--- config.mk ---
export PLATFORM = sky130hd
export DESIGN_NAME = noc_network_interface
export DESIGN_NICKNAME = d
export VERILOG_FILES = /design/src/rtl/noc_network_interface.sv
export SDC_FILE = /design/constraint.sdc
export NUM_CORES = 2
export LEC_CHECK = 0
export BUFFER_PORTS_ARGS = -buffer_cell sky130_fd_sc_hd__buf_2
export CAP_MARGIN = 25
export CORE_AREA = 2 2 451 453
export CTS_CLUSTER_SIZE = 16
export DETAILED_ROUTE_END_ITERATION = 16
export DIE_AREA = 0 0 453 455
export GPL_TIMING_DRIVEN = 0
export PLACE_DENSITY = 0.6
export SYNTH_ARGS = -nofsm -noshare
export SYNTH_HDL_FRONTEND = slang
export SYNTH_SLANG_ARGS = --single-unit
export TNS_END_PERCENT = 50
--- constraint.sdc ---
create_clock -name clk -period 75 [get_ports clk]
set_input_delay 7.5 -clock clk [delete_from_list [all_inputs] [get_ports clk]]
set_output_delay 7.5 -clock clk [all_outputs]
set_load 0.03 [all_outputs]
--- src/rtl/noc_network_interface.sv ---
// Network interface between a core and a mesh router LOCAL port.
// Injection FIFO + IDLE/NOC/LOOP output stage, ejection FIFO shared with loopback.
module noc_network_interface #(
   parameter int                    DATA_WIDTH = 256,
   parameter int                    ADDR_WIDTH = 16,
   parameter int                    TX_DEPTH   = 4,
   parameter int                    RX_DEPTH   = 4,
   parameter logic [ADDR_WIDTH-1:0] NODE_ID    = '0
) (
   input  logic                  clk,
   input  logic                  rst,
   input  logic                  tx_valid,
   output logic                  tx_ready,
   input  logic [DATA_WIDTH-1:0] tx_data,
   input  logic [ADDR_WIDTH-1:0] tx_dest,
   input  logic [2:0]            tx_type,
   output logic                  noc_valid_out,
   input  logic                  noc_ready_in,
   output logic [DATA_WIDTH-1:0] noc_data_out,
   output logic [ADDR_WIDTH-1:0] noc_dest_out,
   output logic [2:0]            noc_type_out,
   input  logic                  noc_valid_in,
   output logic                  noc_ready_out,
   input  logic [DATA_WIDTH-1:0] noc_data_in,
   input  logic [ADDR_WIDTH-1:0] noc_dest_in,
   input  logic [2:0]            noc_type_in,
   output logic                  rx_valid,
   input  logic                  rx_ready,
   output logic [DATA_WIDTH-1:0] rx_data,
   output logic [2:0]            rx_type,
   output logic                  misroute_pulse,
   output logic [15:0]           tx_pkt_count,
   output logic [15:0]           rx_pkt_count,
   output logic [15:0]           drop_count
);

   localparam int TW  = DATA_WIDTH + ADDR_WIDTH + 3;
   localparam int RW  = DATA_WIDTH + 3;
   localparam int TAW = $clog2(TX_DEPTH);
   localparam int RAW = $clog2(RX_DEPTH);
   localparam logic [TAW:0] TX_FULL = (TAW+1)'(TX_DEPTH);
   localparam logic [RAW:0] RX_FULL = (RAW+1)'(RX_DEPTH);

   typedef enum logic [1:0] {IDLE, NOC, LOOP} state_t;

   state_t state, state_d;

   logic [TW-1:0]  tx_mem [TX_DEPTH];
   logic [TAW-1:0] tx_wr, tx_rd;
   logic [TAW:0]   tx_cnt;
   logic [RW-1:0]  rx_mem [RX_DEPTH];
   logic [RAW-1:0] rx_wr, rx_rd;
   logic [RAW:0]   rx_cnt;

   logic                  tx_push, tx_pop, loop_wr;
   logic                  rx_push, rx_pop, rx_free;
   logic                  eject_hs, eject_wr, drop_evt, tx_evt;
   logic                  mis_q;
   logic [TW-1:0]         head;
   logic [ADDR_WIDTH-1:0] nxt_dest;
   logic [RW-1:0]         rx_wdata, rx_head;

   assign head     = tx_mem[tx_rd];
   assign nxt_dest = tx_mem[tx_rd + TAW'(1)][DATA_WIDTH +: ADDR_WIDTH];

   assign tx_ready = !rst && (tx_cnt != TX_FULL);
   assign tx_push  = tx_valid && tx_ready;

   // Free space is judged after this cycle's core pop
   assign rx_valid      = !rst && (rx_cnt != '0);
   assign rx_pop        = rx_valid && rx_ready;
   assign rx_free       = (rx_cnt - {{RAW{1'b0}}, rx_pop}) != RX_FULL;
   assign noc_ready_out = !rst && rx_free;

   assign eject_hs = noc_valid_in && noc_ready_out;
   assign eject_wr = eject_hs && (noc_dest_in == NODE_ID);
   assign drop_evt = eject_hs && (noc_dest_in != NODE_ID);

   assign rx_push  = eject_wr || loop_wr;
   assign rx_wdata = eject_wr ? {noc_type_in, noc_data_in}
                              : {head[TW-1 -: 3], head[DATA_WIDTH-1:0]};

   always_comb begin
      state_d = state;
      tx_pop  = 1'b0;
      loop_wr = 1'b0;
      case (state)
         IDLE:
            if (tx_cnt != '0)
               state_d = (head[DATA_WIDTH +: ADDR_WIDTH] == NODE_ID) ? LOOP : NOC;
         NOC:
            tx_pop = noc_ready_in;
         LOOP: begin
            loop_wr = !rst && rx_free && !eject_hs;
            tx_pop  = loop_wr;
         end
         default:
            state_d = IDLE;
      endcase
      // Chain straight into the next head to sustain one flit per cycle
      if (tx_pop) begin
         if (tx_cnt > (TAW+1)'(1))
            state_d = (nxt_dest == NODE_ID) ? LOOP : NOC;
         else if (tx_push)
            state_d = (tx_dest == NODE_ID) ? LOOP : NOC;
         else
            state_d = IDLE;
      end
   end

   assign tx_evt = (noc_valid_out && noc_ready_in) || loop_wr;

   assign noc_valid_out = !rst && (state == NOC);
   assign noc_data_out  = noc_valid_out ? head[DATA_WIDTH-1:0] : '0;
   assign noc_dest_out  = noc_valid_out ? head[DATA_WIDTH +: ADDR_WIDTH] : '0;
   assign noc_type_out  = noc_valid_out ? head[TW-1 -: 3] : '0;

   assign rx_head = rx_mem[rx_rd];
   assign rx_data = rx_valid ? rx_head[DATA_WIDTH-1:0] : '0;
   assign rx_type = rx_valid ? rx_head[RW-1 -: 3] : '0;

   assign misroute_pulse = mis_q && !rst;

   always_ff @(posedge clk) begin
      if (tx_push) tx_mem[tx_wr] <= {tx_type, tx_dest, tx_data};
      if (rx_push) rx_mem[rx_wr] <= rx_wdata;
   end

   always_ff @(posedge clk) begin
      if (rst) begin
         state        <= IDLE;
         tx_wr        <= '0;
         tx_rd        <= '0;
         tx_cnt       <= '0;
         rx_wr        <= '0;
         rx_rd        <= '0;
         rx_cnt       <= '0;
         mis_q        <= 1'b0;
         tx_pkt_count <= '0;
         rx_pkt_count <= '0;
         drop_count   <= '0;
      end else begin
         state  <= state_d;
         tx_wr  <= tx_wr + TAW'(tx_push);
         tx_rd  <= tx_rd + TAW'(tx_pop);
         tx_cnt <= tx_cnt + (TAW+1)'(tx_push) - (TAW+1)'(tx_pop);
         rx_wr  <= rx_wr + RAW'(rx_push);
         rx_rd  <= rx_rd + RAW'(rx_pop);
         rx_cnt <= rx_cnt + (RAW+1)'(rx_push) - (RAW+1)'(rx_pop);
         mis_q  <= drop_evt;
         if (tx_evt && tx_pkt_count != 16'hFFFF)
            tx_pkt_count <= tx_pkt_count + 16'd1;
         if (rx_pop && rx_pkt_count != 16'hFFFF)
            rx_pkt_count <= rx_pkt_count + 16'd1;
         if (drop_evt && drop_count != 16'hFFFF)
            drop_count <= drop_count + 16'd1;
      end
   end

endmodule

==> impl_metrics.ini <==
[grt]
grt_first_pass_wirelength_um = 352500
grt_pass1_vias = 48120
gr-total-overflow = 0
antenna_found_initial = 104
grt_max_degree = 51
grt_usage_pct = 24.09

[routing]
drc_errors = 0
drtAntennaViolNets = 0
routed-via-count = 47280
first_pass_iters = 5
wl_per_cell_um = 29.57
drt_iter0_drc = 4223
viasPerCell = 5.522
wirelength_um = 253200

[clock_network]
cts_hold_buffers = 0
post_cts_buffers = 0
clk_latency_ns = 0.87
cts_root_buffer = clkbuf_16
cts_sinks = 2201
cts_resized = 0
path_clk_slew_ns = 0.06
cts_tree = done
cts_buffers = 220
clock_path_buffers = 3
h-tree-depth = 4

[yosys]
synth_edf_count = 2136
yosysUniqueCellTypes = 43
yosys_warnings = 0
avgSynthCellArea_um2 = 21.11
syn_nets = 4694
yosys_most_used_dff = edfxtp_1
yosysSeqAreaShare_pct = 75.20
syn_inst = 4122
synth_area_mm2 = 0.08702
async_flop_share_pct = 0
ys_ff_latch = 2201

[critical_path]
critPathRequiredTime_ns = 67.50
crit_type = input port to primary output
worst-r2r-setup-slack_ns = 70.76
critPathArrivalTime_ns = 10.56
r2r_cells = 13
rr_startpoint = rx_cnt[0]$_SDFF_PP0_
crit_path_start = rst
cp-endpoint = noc_data_out[163]
crit_path_start_kind = input port
worst_setup_path_end_kind = primary output
r2r_end = rx_mem[1][163]$_DFFE_PP_
crit_fanout = 10

[power_and_ir_drop]
sequentialPowerShare_pct = 47.0
p_sw_share_pct = 27.28
clkPwrFrac_pct = 36.0
leakagePower_nw = 37.29
pwr-share-comb_pct = 17.0
power.switching_mw = 0.8163
intPower_mw = 2.176
powerDensity_mw_per_mm2 = 28.26
ir_drop_mv = 0.02054

[sta]
whs_ns = 0.5328
worst_pin_slew_ns = 1.003
max-slew-margin-rel_pct = 33.15
tns_ns = 0
timing.final.ws_setup_ns = 56.94
timing.final.crit_share_pct = 24.08
fin_crit_ns = 18.06
hold_violations = 0
rsz0062_at_grt = false
maxSlewViolCount = 0
clock.fmax_mhz = 55.37
final-setup-viol-count = 0
fin_skew_ns = 0.03562

[flow_run]
drv_cap = 0

[run_status]
status = finished, final reports clean

[floorplan]
placementRows = 165
die_w_um = 453
die_h_um = 455
io_pins = 1143
initial_utilization_pct = 43.23
die-area_mm2 = 0.2061
core-area_mm2 = 0.2013

[placed_design]
pre_cts_slack_ns = 56.88
placed_cell_area_mm2 = 0.09866
place_congestion = 0.8531
dpl.hpwl_um = 189500
dp.cells = 8103
io_buffers = 1141

[final_layout]
area_delta_synth_final_pct = 21.67
drive_gt1_share_pct = 43.18
layout.nets = 6226
final_cells = 8562
fin_area_mm2 = 0.1059

[worst_hold_path]
min-delay-start = rx_pkt_count[11]$_SDFFE_PP0P_
hp-class = flip-flop to flip-flop
## critical path: stages
cell and delay [ns]:
clkbuf_1 0.21, nor2b_1 0.16, clkbuf_1 0.46, buf_8 0.22
clkbuf_1 0.53, buf_16 0.23, clkbuf_1 0.69, and2_1 0.29
buf_2 0.22
## final cells by class
cell class	instances	area, um^2
inverters	20	75.07
diodes	49	122.6
fillers	16040	95400
clock inverters	129	1269
repair buffers	1310	8258
flip-flops and latches	2201	65440
clock buffers	280	5813
well taps	2672	3343
plain buffers	250	1102
multi-input cells	1651	20460
## layer usage
layer / wire, um / part of all wire [%] / track usage [%] / up-vias
li1: - / - / - / 20100
met1: 93870 / 37 / 29.34 / 24840
met2: 128800 / 51 / 41.08 / 1816
met3: 18830 / 7.4 / 5.872 / 463
met4: 11280 / 4.5 / 10.15 / 60
met5: 357 / 0.14 / 0 / -
## how the worst min path moves through the flow
stage                                         end  slack [ns]  cells past startpoint
global placement     rx_pkt_count[7]$_SDFFE_PP0P_        0.51                      2
CTS                 rx_pkt_count[11]$_SDFFE_PP0P_        0.54                      2
finish              rx_pkt_count[11]$_SDFFE_PP0P_        0.53                      2
global route         rx_pkt_count[9]$_SDFFE_PP0P_        0.57                      2
detailed placement  rx_pkt_count[11]$_SDFFE_PP0P_        0.53                      2
floorplan                     tx_wr[1]$_SDFF_PP0_        0.53                      2
## power groups by stage
stage | clock network (mW) | registers [mW] | logic, mW
2_1_floorplan | 0 | 1.45 | 0.296
3_3_place_gp | 0 | 1.48 | 0.493
3_5_place_dp | 0 | 1.43 | 0.513
4_1_cts | 1.10 | 1.41 | 0.515
5_1_grt | 1.14 | 1.41 | 0.537
6_report | 1.08 | 1.41 | 0.508
## state kept, by name, summed over array words and instances (netlist names)
name	count
drop_count	16
mis_q	1
rx_cnt	3
rx_mem	1036
rx_pkt_count	16
rx_rd	2
rx_wr	2
state	2
tx_cnt	3
tx_mem	1100
tx_pkt_count	16
tx_rd	2
tx_wr	2
## layout by cell type, fill, tap and decap left out, types with 68 or more instances in the layout
| master | n |
|---|---|
| clkbuf_1 | 180 |
| edfxtp_1 | 2136 |
| buf_6 | 93 |
| clkbuf_16 | 222 |
| and2_1 | 282 |
| mux2_2 | 259 |
| buf_2 | 1249 |
| nor2_1 | 68 |
| mux4_2 | 522 |
| and3_1 | 259 |
## metrics by stage
step,utilization (%),power [mW]
after detailed placement,49.02,1.946
final,52.60,2.992
after CTS,52.53,3.019
after floorplan,-,1.748
after global placement,47.73,1.969
after global routing,52.58,3.088
## synth_stat cells (2+ instances only)
library cell	instances	area (um^2)
nor4b_1	4	35.03
nor3_1	11	55.05
a31oi_1	2	12.51
and3_1	261	1633
and4_1	8	70.07
nand3_1	21	105.1
edfxtp_1	2136	64140
mux2i_1	2	20.02
o22ai_1	2	12.51
buf_2	108	540.5
dfxtp_1	65	1301
or3_1	3	18.77
mux4_2	522	11760
clkbuf_1	131	491.7
fa_1	2	40.04
mux4_1	12	315.3
buf_6	3	33.78
mux2_2	259	2917
o211a_1	2	20.02
xnor2_1	34	297.8
nor3b_1	2	15.01
a211oi_1	3	22.52
a21oi_1	11	55.05
xor2_1	17	148.9
nand2b_1	6	37.54
nand4_1	15	93.84
inv_1	20	75.07
nand2_1	23	86.33
or4_1	3	22.52
nor3_2	2	20.02
and2_1	282	1764
o21ai_0	5	25.02
nor4_1	37	231.5
ha_1	14	175.2
nor2b_1	9	56.30
nor2_1	71	266.5
buf_1	8	30.03
## logic make-up after synthesis
family                     count (synthesis)  share of synthesized area (%)
AOI/OAI and AO/OA                         29                         0.2401
and+or+nand+nor                          760                          5.206
DFF                                     2201                          75.20
muxes                                    795                          17.25
adders and majority gates                 16                         0.2473
buffers and inverters                    270                          1.346
xor gates and xnor gates                  51                         0.5133
Note: power is estimated with default switching activity, not from simulation.
